==> config.mk <==
export PLATFORM = sky130hd
export DESIGN_NAME = note_sequencer_flat
export DESIGN_NICKNAME = d
export VERILOG_FILES = /design/src/rtl/note_seq_pkg.sv /design/src/rtl/note_sequencer_if.sv /design/src/rtl/note_tick_gen.sv /design/src/rtl/note_sequencer.sv /design/src/flat_wrapper.sv
export SDC_FILE = /design/constraint.sdc
export NUM_CORES = 1
export LEC_CHECK = 0
export CORE_AREA = 8 8 184 186
export CTS_BUF_LIST = sky130_fd_sc_hd__clkbuf_8
export CTS_CLUSTER_DIAMETER = 30
export DETAILED_ROUTE_END_ITERATION = 8
export DIE_AREA = 0 0 192 194
export REMOVE_ABC_BUFFERS = 1
export SETUP_SLACK_MARGIN = 0.4
export SLEW_MARGIN = 20
export SYNTH_ARGS = -nofsm -noshare
export SYNTH_HDL_FRONTEND = slang
export SYNTH_SLANG_ARGS = --single-unit
==> constraint.sdc <==
create_clock -name clk -period 3.9 [get_ports clk]
set_input_delay 0.585 -clock clk [delete_from_list [all_inputs] [get_ports clk]]
set_output_delay 0.585 -clock clk [all_outputs]
set_load 0.005 [all_outputs]
==> src/rtl/note_seq_pkg.sv <==
// Shared types for the note sequencer: FSM states, default field widths and
// the note table entry layout.
package note_seq_pkg;
  localparam int DIV_W_DFLT = 12;
  localparam int DUR_W_DFLT = 4;

  typedef enum logic [1:0] {ST_IDLE, ST_LOAD, ST_PLAY, ST_GAP} state_e;

  typedef struct packed {
    logic [DIV_W_DFLT-1:0] div;
    logic [DUR_W_DFLT-1:0] dur;
  } entry_t;
endpackage

==> src/rtl/note_sequencer_if.sv <==
// Table-write, playback control and tone-generator status bundle of the sequencer.
interface note_sequencer_if
  import note_seq_pkg::*;
#(
  parameter int NUM_STEPS = 16,
  parameter int DIV_W     = DIV_W_DFLT,
  parameter int DUR_W     = DUR_W_DFLT
);
  localparam int AW = $clog2(NUM_STEPS);

  logic             wr_en;
  logic [AW-1:0]    wr_addr;
  logic [DIV_W-1:0] wr_divider;
  logic [DUR_W-1:0] wr_duration;
  logic             start;
  logic             stop;
  logic             loop_en;
  logic [DIV_W-1:0] divider;
  logic             pwm_en;
  logic             busy;
  logic [AW-1:0]    step_idx;
  logic             done;

  modport master (
    output wr_en, wr_addr, wr_divider, wr_duration, start, stop, loop_en,
    input  divider, pwm_en, busy, step_idx, done
  );

  modport slave (
    input  wr_en, wr_addr, wr_divider, wr_duration, start, stop, loop_en,
    output divider, pwm_en, busy, step_idx, done
  );
endinterface

==> src/rtl/note_tick_gen.sv <==
// Duration tick generator: counts 0..TICK_CYCLES-1 while enabled, one-cycle tick on the last count.
module note_tick_gen #(
  parameter int TICK_CYCLES = 10
) (
  input  logic clk,
  input  logic rst_n,
  input  logic en_i,
  input  logic clr_i,
  output logic tick_o
);
  localparam int CW = (TICK_CYCLES > 1) ? $clog2(TICK_CYCLES) : 1;

  logic [CW-1:0] cnt_q, cnt_d;

  assign tick_o = en_i && !clr_i && (cnt_q == CW'(TICK_CYCLES - 1));

  always_comb begin
    cnt_d = cnt_q;
    if (clr_i || !en_i) cnt_d = '0;
    else if (tick_o)    cnt_d = '0;
    else                cnt_d = cnt_q + 1'b1;
  end

  always_ff @(posedge clk) begin
    if (!rst_n) cnt_q <= '0;
    else        cnt_q <= cnt_d;
  end
endmodule

==> src/rtl/note_sequencer.sv <==
// Plays a programmable note table: each entry drives the tone divider for a number
// of ticks, followed by a silent articulation gap.
module note_sequencer
  import note_seq_pkg::*;
#(
  parameter int CLOCK_FREQ  = 40_000_000,
  parameter int TICK_HZ     = 64,
  parameter int TICK_CYCLES = CLOCK_FREQ / TICK_HZ,
  parameter int NUM_STEPS   = 16,
  parameter int DIV_W       = DIV_W_DFLT,
  parameter int DUR_W       = DUR_W_DFLT,
  parameter int GAP_TICKS   = 1
) (
  input logic             clk,
  input logic             rst_n,
  note_sequencer_if.slave bus
);
  localparam int AW    = $clog2(NUM_STEPS);
  localparam int GW    = $clog2(GAP_TICKS + 1);
  localparam int REM_W = (GW > DUR_W) ? GW : DUR_W;

  entry_t           tbl_q [NUM_STEPS];
  entry_t           ent;
  state_e           state_q, state_d;
  logic [AW-1:0]    step_q, step_d, step_idx_q, step_idx_d;
  logic [REM_W-1:0] rem_q, rem_d;
  logic [DIV_W-1:0] divider_q, divider_d;
  logic             pwm_en_q, pwm_en_d, done_q, done_d, wrap_q, wrap_d;
  logic             run, tick;

  // Table is deliberately outside reset so a loaded tune survives a reset.
  always_ff @(posedge clk) begin
    if (bus.wr_en) tbl_q[bus.wr_addr] <= '{div: bus.wr_divider, dur: bus.wr_duration};
  end

  assign ent = tbl_q[step_q];
  assign run = (state_q == ST_PLAY) || (state_q == ST_GAP);

  note_tick_gen #(.TICK_CYCLES(TICK_CYCLES)) u_tick (
    .clk    (clk),
    .rst_n  (rst_n),
    .en_i   (run),
    .clr_i  (bus.stop),
    .tick_o (tick)
  );

  always_comb begin
    state_d    = state_q;
    step_d     = step_q;
    step_idx_d = step_idx_q;
    rem_d      = rem_q;
    divider_d  = divider_q;
    pwm_en_d   = pwm_en_q;
    wrap_d     = wrap_q;
    done_d     = 1'b0;
    case (state_q)
      ST_IDLE: if (bus.start && !bus.stop) begin
        state_d = ST_LOAD;
        step_d  = '0;
        wrap_d  = 1'b0;
      end
      // Running off the last step behaves like an end marker; entry 0 never loops.
      ST_LOAD: begin
        if (wrap_q || ent.dur == '0) begin
          if (bus.loop_en && (wrap_q || step_q != '0)) begin
            step_d = '0;
            wrap_d = 1'b0;
          end else begin
            state_d  = ST_IDLE;
            pwm_en_d = 1'b0;
            done_d   = 1'b1;
          end
        end else begin
          divider_d  = ent.div;
          pwm_en_d   = (ent.div != '0);
          step_idx_d = step_q;
          rem_d      = REM_W'(ent.dur);
          state_d    = ST_PLAY;
        end
      end
      ST_PLAY, ST_GAP: if (tick) begin
        if (rem_q != REM_W'(1)) begin
          rem_d = rem_q - 1'b1;
        end else if (state_q == ST_PLAY && GAP_TICKS > 0) begin
          state_d  = ST_GAP;
          pwm_en_d = 1'b0;
          rem_d    = REM_W'(GAP_TICKS);
        end else begin
          state_d = ST_LOAD;
          step_d  = step_q + 1'b1;
          wrap_d  = (step_q == AW'(NUM_STEPS - 1));
        end
      end
      default: state_d = ST_IDLE;
    endcase
    if (bus.stop && state_q != ST_IDLE) begin
      state_d    = ST_IDLE;
      pwm_en_d   = 1'b0;
      done_d     = 1'b0;
      divider_d  = divider_q;
      step_idx_d = step_idx_q;
    end
  end

  always_ff @(posedge clk) begin
    if (!rst_n) begin
      state_q    <= ST_IDLE;
      step_q     <= '0;
      step_idx_q <= '0;
      rem_q      <= '0;
      divider_q  <= '0;
      pwm_en_q   <= 1'b0;
      done_q     <= 1'b0;
      wrap_q     <= 1'b0;
    end else begin
      state_q    <= state_d;
      step_q     <= step_d;
      step_idx_q <= step_idx_d;
      rem_q      <= rem_d;
      divider_q  <= divider_d;
      pwm_en_q   <= pwm_en_d;
      done_q     <= done_d;
      wrap_q     <= wrap_d;
    end
  end

  assign bus.divider  = divider_q;
  assign bus.pwm_en   = pwm_en_q;
  assign bus.busy     = (state_q != ST_IDLE);
  assign bus.step_idx = step_idx_q;
  assign bus.done     = done_q;
endmodule

==> src/flat_wrapper.sv <==
// flat-port wrapper written by rule: the top's interface ports become plain ports
module note_sequencer_flat import note_seq_pkg::*;
#(
  parameter int CLOCK_FREQ  = 40_000_000,
  parameter int TICK_HZ     = 64,
  parameter int TICK_CYCLES = CLOCK_FREQ / TICK_HZ,
  parameter int NUM_STEPS   = 16,
  parameter int DIV_W       = DIV_W_DFLT,
  parameter int DUR_W       = DUR_W_DFLT,
  parameter int GAP_TICKS   = 1
)
  (clk, rst_n, bus_wr_en, bus_wr_addr, bus_wr_divider, bus_wr_duration, bus_start, bus_stop, bus_loop_en, bus_divider, bus_pwm_en, bus_busy, bus_step_idx, bus_done);
  note_sequencer_if #(.NUM_STEPS(NUM_STEPS), .DIV_W(DIV_W), .DUR_W(DUR_W)) bus_i ();
  input logic clk;
  input logic rst_n;
  input wire logic [$bits(bus_i.wr_en)-1:0] bus_wr_en;
  input wire logic [$bits(bus_i.wr_addr)-1:0] bus_wr_addr;
  input wire logic [$bits(bus_i.wr_divider)-1:0] bus_wr_divider;
  input wire logic [$bits(bus_i.wr_duration)-1:0] bus_wr_duration;
  input wire logic [$bits(bus_i.start)-1:0] bus_start;
  input wire logic [$bits(bus_i.stop)-1:0] bus_stop;
  input wire logic [$bits(bus_i.loop_en)-1:0] bus_loop_en;
  output wire logic [$bits(bus_i.divider)-1:0] bus_divider;
  output wire logic [$bits(bus_i.pwm_en)-1:0] bus_pwm_en;
  output wire logic [$bits(bus_i.busy)-1:0] bus_busy;
  output wire logic [$bits(bus_i.step_idx)-1:0] bus_step_idx;
  output wire logic [$bits(bus_i.done)-1:0] bus_done;
  assign bus_i.wr_en = bus_wr_en;
  assign bus_i.wr_addr = bus_wr_addr;
  assign bus_i.wr_divider = bus_wr_divider;
  assign bus_i.wr_duration = bus_wr_duration;
  assign bus_i.start = bus_start;
  assign bus_i.stop = bus_stop;
  assign bus_i.loop_en = bus_loop_en;
  assign bus_divider = bus_i.divider;
  assign bus_pwm_en = bus_i.pwm_en;
  assign bus_busy = bus_i.busy;
  assign bus_step_idx = bus_i.step_idx;
  assign bus_done = bus_i.done;
  note_sequencer #(.CLOCK_FREQ(CLOCK_FREQ), .TICK_HZ(TICK_HZ), .TICK_CYCLES(TICK_CYCLES), .NUM_STEPS(NUM_STEPS), .DIV_W(DIV_W), .DUR_W(DUR_W), .GAP_TICKS(GAP_TICKS)) u_core (.clk(clk), .rst_n(rst_n), .bus(bus_i));
endmodule
# ---- Word-level counts from Yosys, hierarchy flattened
# Memory sizes are Yosys's and may differ from the RTL's. A register that Yosys moved wholly into a read port is not among the register bits.
# Cells that the tools add are included.
dict set report totals {
  ramBits 256
  inputBits 26
  ff_bits 49
  memories 1
}
dict set report op_classes {
  bitwise 4
  mux 37
  n_addsub 3
  n_eq_ne 16
  n_reduce_logical 26
}
# name depth word_bits rd rd_clocked_by_memory_dff wr line
set memory_table {}
lappend memory_table {u_core.tbl_q 16 16 1 1 1 note_sequencer.sv:22} ;# entry_t tbl_q [NUM_STEPS];
# op count
set ops {}
lappend ops {{2-to-1 mux 4 bit} 12}
lappend ops {{adder 20 x 1 -> 20 bit, second input constant} 1}
lappend ops {{== test 20 bit, second input constant} 1}
lappend ops {{2-to-1 mux 1 bit} 14}
lappend ops {{2-to-1 mux 2 bit} 6}
lappend ops {{one-hot mux 4 bit (3 select lines)} 1}
lappend ops {{nonzero test 12 bit} 1}
lappend ops {{inequality test 2 x 1 -> 1 bit, second input constant} 5}
lappend ops {{one-hot mux 4 bit (2 select lines)} 1}
lappend ops {{AND reduction 4 bit} 2}
lappend ops {{inequality test 2 bit, second input constant} 3}
lappend ops {{one-hot mux 2 bit (3 select lines)} 1}
lappend ops {{AND reduction 6 bit} 1}
lappend ops {{logical AND 1 bit} 5}
lappend ops {{AND reduction 5 bit} 1}
lappend ops {{adder 4 x 1 -> 4 bit, second input constant} 1}
lappend ops {{== test 2 bit, second input constant} 2}
lappend ops {{== test 4 bit, second input constant} 1}
lappend ops {{zero test 4 bit} 1}
lappend ops {{logical OR 1 bit} 4}
lappend ops {{inequality test 4 x 1 -> 1 bit, second input constant} 1}
lappend ops {{inverter 1 bit} 4}
lappend ops {{nonzero test 2 bit} 2}
lappend ops {{nonzero test 4 bit} 1}
lappend ops {{12 further kinds} 14}

# ---- Logic depth before layout (Yosys ltp)
# Gate-level depths: netlist of run 1.
dict set report depth {
  depth_word 8
  mapped_depth 11
  depth_no_buf 9
}

# ---- Hierarchy
# A second synthesis of run 1 with hierarchy kept.
dict set report hier_totals {
  hier_cells 690
  area_unflattened_um2 12254.3
}
# mod cells_per_inst area_each_um2 instances
set by_module_without_submodules {}
lappend by_module_without_submodules {note_sequencer 583 11315.9 1}
lappend by_module_without_submodules {note_tick_gen 107 938.4 1}

# ---- Least setup slack after synthesis of run 1
# No wires, ideal clock.
dict set report synth_path {
  path_kind {in2reg}
  start {in bus_wr_addr[2]}
  end {mem u_core.tbl_q[0][0] in the netlist's numbering, enable pin}
  n_path_buf 0
  t_arrival_ns 2.231
  path_stages 2
  setup_ns 0.409
  path_slack_ns 1.260
  path_cell_list {or3b_2 nor3_1}
}
# item line
set synth_rtl {}
lappend synth_rtl {{start, declared} flat_wrapper.sv:17} ;# input wire logic [$bits(bus_i.wr_addr)-1:0] bus_wr_addr;
lappend synth_rtl {{end, declared} note_sequencer.sv:22}
# No word-level cell before the write port.

==> impl_metrics.env, run 1 <==
export IMPL_ys_flop_type="edfxtp_1"
export IMPL_critPathMaxFanout=21
export IMPL_crit_path_cell_trace="buf_12 -> mux4_2 -> a22oi_1 -> nand2_1 -> nor4_1 -> a311oi_1 -> mux2i_1 -> nor2_1"
export IMPL_clock_path_buffers=3
export IMPL_pin_count=45
export IMPL_rsz0062_at_grt="false"
export IMPL_end_kind="register"
export IMPL_synth_cell_type_count=54
export IMPL_ir_drop_mv=0.223
export IMPL_final_nets=819
export IMPL_grt_pass1_wl_um=42100
export IMPL_report_final_slew_viol_count=0
export IMPL_dp_cells=1121
export IMPL_setup_violations=0
export IMPL_synth_warnings=0
export IMPL_drive_above_1_share=0.261
export IMPL_cellLeakagePower_uw=0.00466
export IMPL_relSlewSlack=0.409
export IMPL_io_buffers=44
export IMPL_path_buf_inv=1
export IMPL_synth_top_cells_by_area="edfxtp_1 (63%), mux4_2 (13%), dfxtp_1 (8.7%), nor2_1 (1.3%), nand2_1 (1.2%)"
export IMPL_max_cap_violations=0
export IMPL_dieWidth_um=192
export IMPL_antenna_found_initial=0
export IMPL_crit_type="reg -> reg"
export IMPL_grt_max_degree=37
export IMPL_powerDensity_nw_per_um2=542
export IMPL_grt_pass1_vias=7263
export IMPL_status="finished clean"
export IMPL_hold_path_class="reg -> reg"
export IMPL_worstMarginPinSlew_ns=0.883
export IMPL_n_antenna_cell=0
export IMPL_ys_seq_area_frac=0.721
export IMPL_cts_repair_resized=0
export IMPL_path_delay_family="simple AND/OR/NAND/NOR gates"
export IMPL_cp_slowest_stage_delay_ns=0.73
export IMPL_fp_row_count=65
export IMPL_first_iter_violations=375
export IMPL_clk_latency_ns=0.57
export IMPL_ctsHoldBuffers=0
export IMPL_die_h_um=194
export IMPL_post_drt_via_cell_ratio=5.37
export IMPL_netlist_area_um2=12100
export IMPL_fmax_mhz=334
export IMPL_finalClockSkew_ns=0.0218
export IMPL_route_detailed_drc=0
export IMPL_htreeDepth=3
export IMPL_yosys_area_top_type="edfxtp_1"
export IMPL_crit_required_ns=4.35
export IMPL_cts_root_buf="clkbuf_8"
export IMPL_min_period_over_period=0.769
export IMPL_p_total_uw=7900
export IMPL_final_cells=1241
export IMPL_avgSynthCellArea_um2=17.8
export IMPL_cts_sinks=309
export IMPL_drtAntennaViolNets=0
export IMPL_fillers=2640
export IMPL_synth_most_common_cell="edfxtp_1"
export IMPL_numCtsBuffers=67
export IMPL_arrival_ns=3.45
export IMPL_totalWireLength_um=27600
export IMPL_syn_inst=680
export IMPL_wl_per_cell_um=22.2
export IMPL_worstSetupStartpointType="register"
export IMPL_gp_congestion=0.748
export IMPL_ys_ff_latch=309
export IMPL_synth_top_area_share=0.634
export IMPL_cts_tree="built"
export IMPL_firstDrtPassIters=5
export IMPL_grt_overflow=0
export IMPL_core_area_um2=31100
export IMPL_syn_to_final_growth_pct=20.2
export IMPL_min_period_ns=3.00
export IMPL_hold_viol=0
export IMPL_cts_setup_buffers=0
export IMPL_crit_slowest_cell="nor4_1"
export IMPL_async_flop_share=0
export IMPL_final_util=0.469
export IMPL_setup_tns_ns=0
export IMPL_dr_total_vias=6659
export IMPL_grt_usage=0.150
export IMPL_hpwlAfterDp_um=15900
export IMPL_synth_edf_count=256
export IMPL_start_util=0.390
export IMPL_synthTopCellsByCount="edfxtp_1 (256), mux4_2 (68), dfxtp_1 (53), nor2_1 (42), nand2_1 (39)"
export IMPL_fp_dieArea_um2=37200
export IMPL_path_clk_slew_ns=0.05
-- flip-flops by register name (all words and copies together) (netlist names), named ones only --
register / flops
u_core.bus.divider: 12
u_core.u_tick.cnt_q: 20
u_core.bus.done: 1
u_core.tbl_q: 256
u_core.step_q: 4
u_core.state_q: 1
u_core.bus.pwm_en: 1
u_core.rem_q: 4
u_core.wrap_q: 1
u_core.bus.step_idx: 4
-- final timing paths --
path                               start                      to  slack (ns)  depth (start not counted)
setup reg to reg                register       u_core.bus.pwm_en        0.90                          8
setup / recovery                register       u_core.bus.pwm_en        0.90                          8
hold reg to reg   u_core.u_tick.cnt_q[0]  u_core.u_tick.cnt_q[0]        0.46                          1
hold / removal    u_core.u_tick.cnt_q[0]  u_core.u_tick.cnt_q[0]        0.46                          1
-- kinds of logic after synthesis --
group / after synthesis / share of synthesized area
flip-flops: 309 / 0.721
AND/OR/NAND/NOR: 159 / 0.0654
multiplexers: 82 / 0.138
AO/OA/AOI/OAI: 64 / 0.0392
buffers and inverters: 42 / 0.0173
XOR/XNOR: 19 / 0.0137
adder cells (fa/ha/maj): 5 / 0.00516
-- layer usage --
layer,GRT usage,wire length (um)
met3,0.0358,1360
met2,0.245,13400
met1,0.190,12100
met4,0.0591,691
met5,0,0
-- per-stage QoR --
step                setup WS [ns]  hold slack, ns  cell area (um2)
floorplan                  -0.949           0.426            12000
global placement            0.898           0.438            13200
detailed placement          0.887           0.453            13200
CTS                         0.885           0.464            14600
global route                0.665           0.484            14600
finish                      0.902           0.460            14600
-- layout make-up --
type                    count  area (um2)  area share
well taps                 402         503      0.0345
clock buffers              72         991      0.0680
clock inverters            48         399      0.0274
multi-input cells         329        3220       0.221
flip-flops and latches    309        8750       0.600
repair buffers             70         673      0.0462
inverters                  11        41.3     0.00283
-- placed cells by master, fill, tap and decap left out, drive strengths merged, types with 6 or more instances in the layout --
master           n
a21boi           6
a22o             6
a22oi           16
buf             26
bufinv           6
clkbuf          72
clkdlybuf4s50   44
clkinv          19
clkinvlp         8
dfxtp           53
edfxtp         256
inv             26
mux2i           14
mux4            68
nand2           39
nand3           21
nand4            7
nor2            44
nor2b           11
nor3             8
o21ai           15
xnor2            7
xor2            12
-- power breakdown --
group	total [uW]	switching [uW]	internal, uW
clock	3560	1440	2120
sequential	3760	87.5	3680
combinational	577	300	278
total	7900	1830	6070
-- worst reg2reg max path: cells and delay by family, from the launching register on --
kind	cells	cell delay [ns]
buffers and inverters	1	0.28
AO/OA/AOI/OAI	2	0.40
AND/OR/NAND/NOR	3	0.90
multiplexers	2	0.68
flip-flops	1	0.63
No activity file was read; power rests on OpenSTA's default activity.
==> run 2: changes to the inputs <==
clock period = 2.75 ns   (was 3.9 ns; I/O delays follow)
==> run 2 against run 1 <==
- non-clock buffer count up 54
- sequential power increased by 41%
- clock skew increased by 0.016 ns
- global-route usage increased by 0.21 points
- die area did not move
- setup slack lost 0.69 ns
- critical path type unchanged
==> impl_metrics.env, run 2 (same netlist as run 1, synthesis figures left out) <==
export IMPL_status="finished clean"
export IMPL_holdWs_ns=0.446
export IMPL_grt_pass1_vias=7091
export IMPL_cts_sinks=309
export IMPL_pin_count=45
export IMPL_clk_latency_ns=0.59
export IMPL_dp_cells=1149
export IMPL_crit_slowest_cell="mux4_2"
export IMPL_rsz0062_at_grt="true"
export IMPL_totalWireLength_um=28700
export IMPL_gp_congestion=0.795
export IMPL_holdCritStartpoint="u_core.bus.divider[3]"
export IMPL_relSlewSlack=0.485
export IMPL_crit_type="reg -> reg"
export IMPL_grt_pass1_wl_um=42600
export IMPL_cts_root_buf="clkbuf_8"
export IMPL_dr_total_vias=6818
export IMPL_finalClockSkew_ns=0.0380
export IMPL_arrival_ns=2.99
export IMPL_grt_overflow=0
export IMPL_final_cells=1283
export IMPL_worstMarginPinSlew_ns=0.770
export IMPL_start_util=0.390
export IMPL_hold_viol=0
export IMPL_final_nets=865
export IMPL_grt_max_degree=25
export IMPL_end_kind="register"
export IMPL_crit_required_ns=3.20
export IMPL_largest_reg_flops=256
export IMPL_cp_slowest_stage_delay_ns=0.47
export IMPL_r2r_cells=10
export IMPL_cts_tree="built"
export IMPL_drtAntennaViolNets=0
export IMPL_path_clk_slew_ns=0.06
export IMPL_hold_path_depth=2
export IMPL_min_period_over_period=0.923
export IMPL_crit_path_cell_trace="buf_8 -> buf_6 -> mux4_2 -> a22o_1 -> nor2_4 -> buf_6 -> a41oi_4 -> a21boi_4 -> mux2i_2 -> a21boi_1"
export IMPL_fp_dieArea_um2=37200
export IMPL_clock_path_buffers=3
export IMPL_fp_row_count=65
export IMPL_ctsHoldBuffers=0
export IMPL_fillers=2555
export IMPL_final_cell_mix="edfxtp_1 (256), mux4_2 (68), buf_4 (62)"
export IMPL_max_cap_violations=0
export IMPL_final_common_cell="edfxtp_1"
export IMPL_powerDensity_nw_per_um2=716
export IMPL_report_final_slew_viol_count=0
export IMPL_route_detailed_drc=0
export IMPL_critPathMaxFanout=6
export IMPL_firstDrtPassIters=5
export IMPL_core_area_um2=31100
export IMPL_ir_drop_mv=0.411
export IMPL_first_iter_violations=442
export IMPL_worstSetupStartpointType="register"
export IMPL_numCtsBuffers=57
export IMPL_setup_reg_to_reg_worst_slack_ns=0.21
export IMPL_crit_top_cell="buf_6"
export IMPL_post_drt_via_cell_ratio=5.31
export IMPL_hold_path_class="reg -> reg"
export IMPL_fmax_mhz=394
export IMPL_wl_per_cell_um=22.4
export IMPL_min_period_ns=2.54
export IMPL_setup_violations=0
export IMPL_hpwlAfterDp_um=17000
export IMPL_drive_above_1_share=0.324
export IMPL_p_total_uw=10800
export IMPL_grt_usage=0.152
export IMPL_cellLeakagePower_uw=0.00490
export IMPL_antenna_found_initial=2
export IMPL_htreeDepth=2
export IMPL_io_buffers=44
export IMPL_die_h_um=194
export IMPL_syn_to_final_growth_pct=24.6
export IMPL_dieWidth_um=192
export IMPL_top_register="u_core.tbl_q"
-- run 2: changes by cell type in the layout (fill, tap and decap cells not counted), sizes merged --
cell | previous run | this run
inv | 26 | 25
clkinvlp | 8 | 7
bufinv | 6 | 5
nor3 | 8 | 10
diode | 0 | 1
buf | 26 | 79
clkbuf | 72 | 61
-- run 2: what timing repair did --
action                     in CTS  in global routing
gates resized for setup        20                 35
setup endpoints to repair      32                 34
pin swaps                       9                 16
setup buffers                  13                 11
gates cloned                    2                  2
-- run 2: worst max-delay path: cells and delay by family (launching register included) --
| family | cells | cell delay (ns) |
|---|---|---|
| multiplexers | 2 | 0.73 |
| AND/OR/NAND/NOR | 1 | 0.16 |
| AO/OA/AOI/OAI | 4 | 0.70 |
| buffers and inverters | 3 | 0.39 |
| flip-flops | 1 | 0.43 |
-- run 2: worst min-delay path by stage --
stage | to
floorplan | u_core.u_tick.cnt_q[0]
global placement | u_core.u_tick.cnt_q[0]
detailed placement | u_core.u_tick.cnt_q[0]
CTS | u_core.bus.divider[3]
global route | u_core.bus.divider[3]
finish | u_core.bus.divider[3]
-- run 2: per-layer routing --
layer	routed length (um)	global-route usage	vias up
met4	507	0.0453	2
met1	12200	0.204	3484
met2	13900	0.243	240
met3	2100	0.0367	46
met5	13	0	-
li1	-	-	3046
-- run 2: where the power goes --
part           switching, uW  leakage [uW]  internal [uW]
Combinational            552       0.00153            537
Sequential              81.2       0.00274           5210
Clock                   1910      0.000635           2520
-- run 2: per-stage QoR --
| stage | setup TNS (ns) | setup WS [ns] | utilization | instance area (um2) |
|---|---|---|---|---|
| detailed placement | -1.21 | -0.113 | 0.432 | 13400 |
| CTS | 0 | 0.194 | 0.478 | 14900 |
| finish | 0 | 0.211 | 0.486 | 15100 |
| global placement | -0.201 | -0.119 | 0.432 | 13400 |
| floorplan | -62.87 | -2.10 | - | 12000 |
| global route | 0 | 0.104 | 0.486 | 15100 |
-- run 2: layout make-up --
| class | instances | area, um2 | share of cell area |
|---|---|---|---|
| Antenna cell | 1 | 2.50 | 0.000166 |
| Clock buffer | 60 | 826 | 0.0547 |
| Clock inverter | 45 | 359 | 0.0238 |
| Inverter | 11 | 41.3 | 0.00273 |
| Multi-Input combinational cell | 331 | 3400 | 0.225 |
| Sequential cell | 309 | 8750 | 0.579 |
| Tap cell | 402 | 503 | 0.0333 |
| Timing Repair Buffer | 124 | 1220 | 0.0810 |
==> run 3: changes to the inputs <==
CORE_AREA = 8 8 159 161   (was 8 8 184 186)
DIE_AREA = 0 0 167 169   (was 0 0 192 194)
PLACE_DENSITY = 0.75   (was unset)
SYNTH_HIERARCHICAL = 1   (was unset)
==> run 3 against run 2 <==
- combinational power down 14%
- sequential share of layout area fell by 0.14 points
- wire length is 4.8% lower
- first-iteration DRC count rose by 65%
- area after synthesis up 1.0%
- non-clock buffer count shrank 9
- clock skew decreased by 0.013 ns
- register-to-register slack lost 0.17 ns
- global-route usage is 4.0 points higher
- final cell count decreased by 9.1%
- highest routed layer is now met4
- core utilization rose by 18 points
- critical path depth shrank 1
==> impl_metrics.env, run 3 <==
export IMPL_crit_top_cell="buf_6"
export IMPL_final_common_cell="edfxtp_1"
export IMPL_crit_required_ns=3.24
export IMPL_pin_count=45
export IMPL_end_kind="register"
export IMPL_path_buf_inv=2
export IMPL_synth_warnings=6
export IMPL_multi_input_area_um2=3500
export IMPL_top_register="u_core/tbl_q"
export IMPL_pwr_share_comb=0.083
export IMPL_cellLeakagePower_uw=0.00497
export IMPL_fmax_mhz=369
export IMPL_holdWs_ns=0.465
export IMPL_synthMuxAreaShare=0.142
export IMPL_hpwlAfterDp_um=16100
export IMPL_syn_to_final_growth_pct=23.6
export IMPL_async_flop_share=0
export IMPL_rsz0062_at_grt="true"
export IMPL_r2r_cells=9
export IMPL_holdPathEnd="u_core/u_tick/cnt_q[0]"
export IMPL_synth_top_cells_by_area="edfxtp_1 (63%), mux4_2 (12%), dfxtp_1 (8.7%), mux2i_1 (1.6%), nor2_1 (1.2%)"
export IMPL_place_ws_ns=-0.254
export IMPL_intPower_uw=8930
export IMPL_ys_seq_area_frac=0.714
export IMPL_path_clk_slew_ns=0.06
export IMPL_report_final_slew_viol_count=0
export IMPL_htreeDepth=2
export IMPL_synth_top_family_by_area="multiplexers"
export IMPL_dpl_cell_area_um2=13400
export IMPL_route_detailed_drc=0
export IMPL_p_seq_frac=0.465
export IMPL_synthTopCellsByCount="edfxtp_1 (256), mux4_2 (63), dfxtp_1 (53), nor2_1 (39), nand2_1 (34)"
export IMPL_switching_share=0.216
export IMPL_post_drt_via_cell_ratio=6.08
export IMPL_fp_row_count=56
export IMPL_grt_usage=0.192
export IMPL_relSlewSlack=0.334
export IMPL_clk_latency_ns=0.59
export IMPL_ir_drop_mv=0.434
export IMPL_setup_tns_ns=0
export IMPL_io_buffers=44
export IMPL_ctsHoldBuffers=0
export IMPL_gp_congestion=0.850
export IMPL_crit_path_cell_trace="buf_6 -> buf_6 -> mux4_2 -> a22o_1 -> nor2_2 -> a41oi_2 -> o21a_2 -> or3_4 -> o22ai_2"
export IMPL_yosys_area_top_type="edfxtp_1"
export IMPL_grt_pass1_vias=7359
export IMPL_antenna_found_initial=0
export IMPL_rr_endpoint="u_core/step_q[1]"
export IMPL_setup_violations=0
export IMPL_firstDrtPassIters=5
export IMPL_grt_pass1_wl_um=41700
export IMPL_setup_reg_to_reg_worst_slack_ns=0.04
export IMPL_netlist_area_um2=12300
export IMPL_grt_max_degree=37
export IMPL_core_area_um2=22900
export IMPL_cts_root_buf="clkbuf_8"
export IMPL_powerDensity_nw_per_um2=752
export IMPL_final_cell_mix="edfxtp_1 (256), mux4_2 (64), clkbuf_8 (60)"
export IMPL_synthXorXnorAreaFrac=0.0107
export IMPL_cts_sinks=309
export IMPL_yosys_area_share_simple=0.0701
export IMPL_ys_flop_type="edfxtp_1"
export IMPL_power_switching_uw=2460
export IMPL_n_antenna_cell=0
export IMPL_design_area_um2=15200
export IMPL_syn_inst=690
export IMPL_first_iter_violations=730
export IMPL_synth_most_common_cell="edfxtp_1"
export IMPL_dr_total_vias=7094
export IMPL_ys_ff_latch=309
export IMPL_cts_tree="built"
export IMPL_dieWidth_um=167
export IMPL_cp_slowest_stage_delay_ns=0.49
export IMPL_wl_per_cell_um=23.4
export IMPL_hold_path_depth=1
export IMPL_critPathMaxFanout=7
export IMPL_hold_viol=0
export IMPL_min_period_ns=2.71
export IMPL_fillers=1466
export IMPL_worstSetupStartpointType="register"
export IMPL_worstMarginPinSlew_ns=0.986
export IMPL_synth_cell_type_count=55
export IMPL_min_period_over_period=0.984
export IMPL_synth_top_area_share=0.627
export IMPL_status="finished clean"
export IMPL_totalWireLength_um=27300
export IMPL_avgSynthCellArea_um2=17.8
export IMPL_yosys_area_share_adder=0.0102
export IMPL_crit_slowest_cell="mux4_2"
export IMPL_crit_cells=9
export IMPL_fp_dieArea_um2=28200
export IMPL_final_nets=868
export IMPL_grt_overflow=0
export IMPL_drtAntennaViolNets=0
export IMPL_synth_edf_count=256
export IMPL_regArea_um2=8760
export IMPL_arrival_ns=3.19
export IMPL_drive_above_1_share=0.315
export IMPL_hold_path_class="reg -> reg"
export IMPL_finalClockSkew_ns=0.0246
export IMPL_synth_compound_area_share=0.0370
export IMPL_clkPwrFrac=0.452
export IMPL_crit_type="reg -> reg"
export IMPL_start_util=0.535
export IMPL_largest_reg_flops=256
export IMPL_final_cells=1166
export IMPL_holdCritStartpoint="u_core/u_tick/cnt_q[0]"
export IMPL_max_cap_violations=0
export IMPL_setup_slack_ns=0.0435
export IMPL_dp_cells=1044
export IMPL_clock_path_buffers=3
export IMPL_path_delay_family="compound AO/OA/AOI/OAI gates"
export IMPL_numCtsBuffers=56
export IMPL_die_h_um=169
[run 3: stage by stage]
step,power [uW],util
finish,11400,0.661
global route,11800,0.661
CTS,11400,0.651
detailed placement,6220,0.585
global placement,6160,0.585
floorplan,5820,-
[run 3: cell families (layout without fill, tap and decap cells)]
kind of cell,count (synthesis),in the layout
simple gates,164,164
fa+ha+maj,10,10
xor+xnor,15,15
flops,309,309
buf+inv,43,229
compound gates,62,62
mux,87,87
[run 3: area by class of cell]
cell class,instances,share of cell area
flip-flops and latches,309,0.578
multi-input cells,338,0.231
repair buffers,115,0.0735
clock buffers,60,0.0545
clock inverters,42,0.0359
well taps,290,0.0239
inverters,12,0.00297
[run 3: worst reg2reg max path, stage by stage, from the launching register on]
cell,delay [ns]
dfxtp_4,0.41
buf_6,0.15
buf_6,0.11
mux4_2,0.49
a22o_1,0.20
nor2_2,0.14
a41oi_2,0.19
o21a_2,0.27
or3_4,0.41
o22ai_2,0.24
[run 3: worst max path at each step]
stage	start	end	slack, ns
detailed placement	register	u_core/bus.pwm_en	-0.25
floorplan	register	u_core/bus.divider[0]	-2.11
CTS	register	u_core/step_q[3]	0.09
global route	register	u_core/step_q[1]	-0.03
global placement	register	u_core/bus.pwm_en	-0.24
finish	register	u_core/step_q[1]	0.04
[run 3: timing repair]
action,in CTS,in global routing
cloned,0,1
pin swaps,12,15
endpoints found under the setup margin,33,34
buffers inserted,8,11
resized for setup,21,27
[run 3: power by group through the flow]
stage	clock network [uW]	registers, uW	logic (uW)
final	5150	5300	942
after global routing	5450	5310	1020
after CTS	5240	5300	877
after detailed placement	0	5390	828
after global placement	0	5380	784
after floorplan	0	5370	442
[run 3: layer usage]
metal	vias to the layer above	share of wire	global-route usage
li1	3069	-	-
met1	3638	0.40	0.249
met2	329	0.50	0.317
met3	58	0.078	0.0417
met4	0	0.024	0.0670
met5	-	0	0
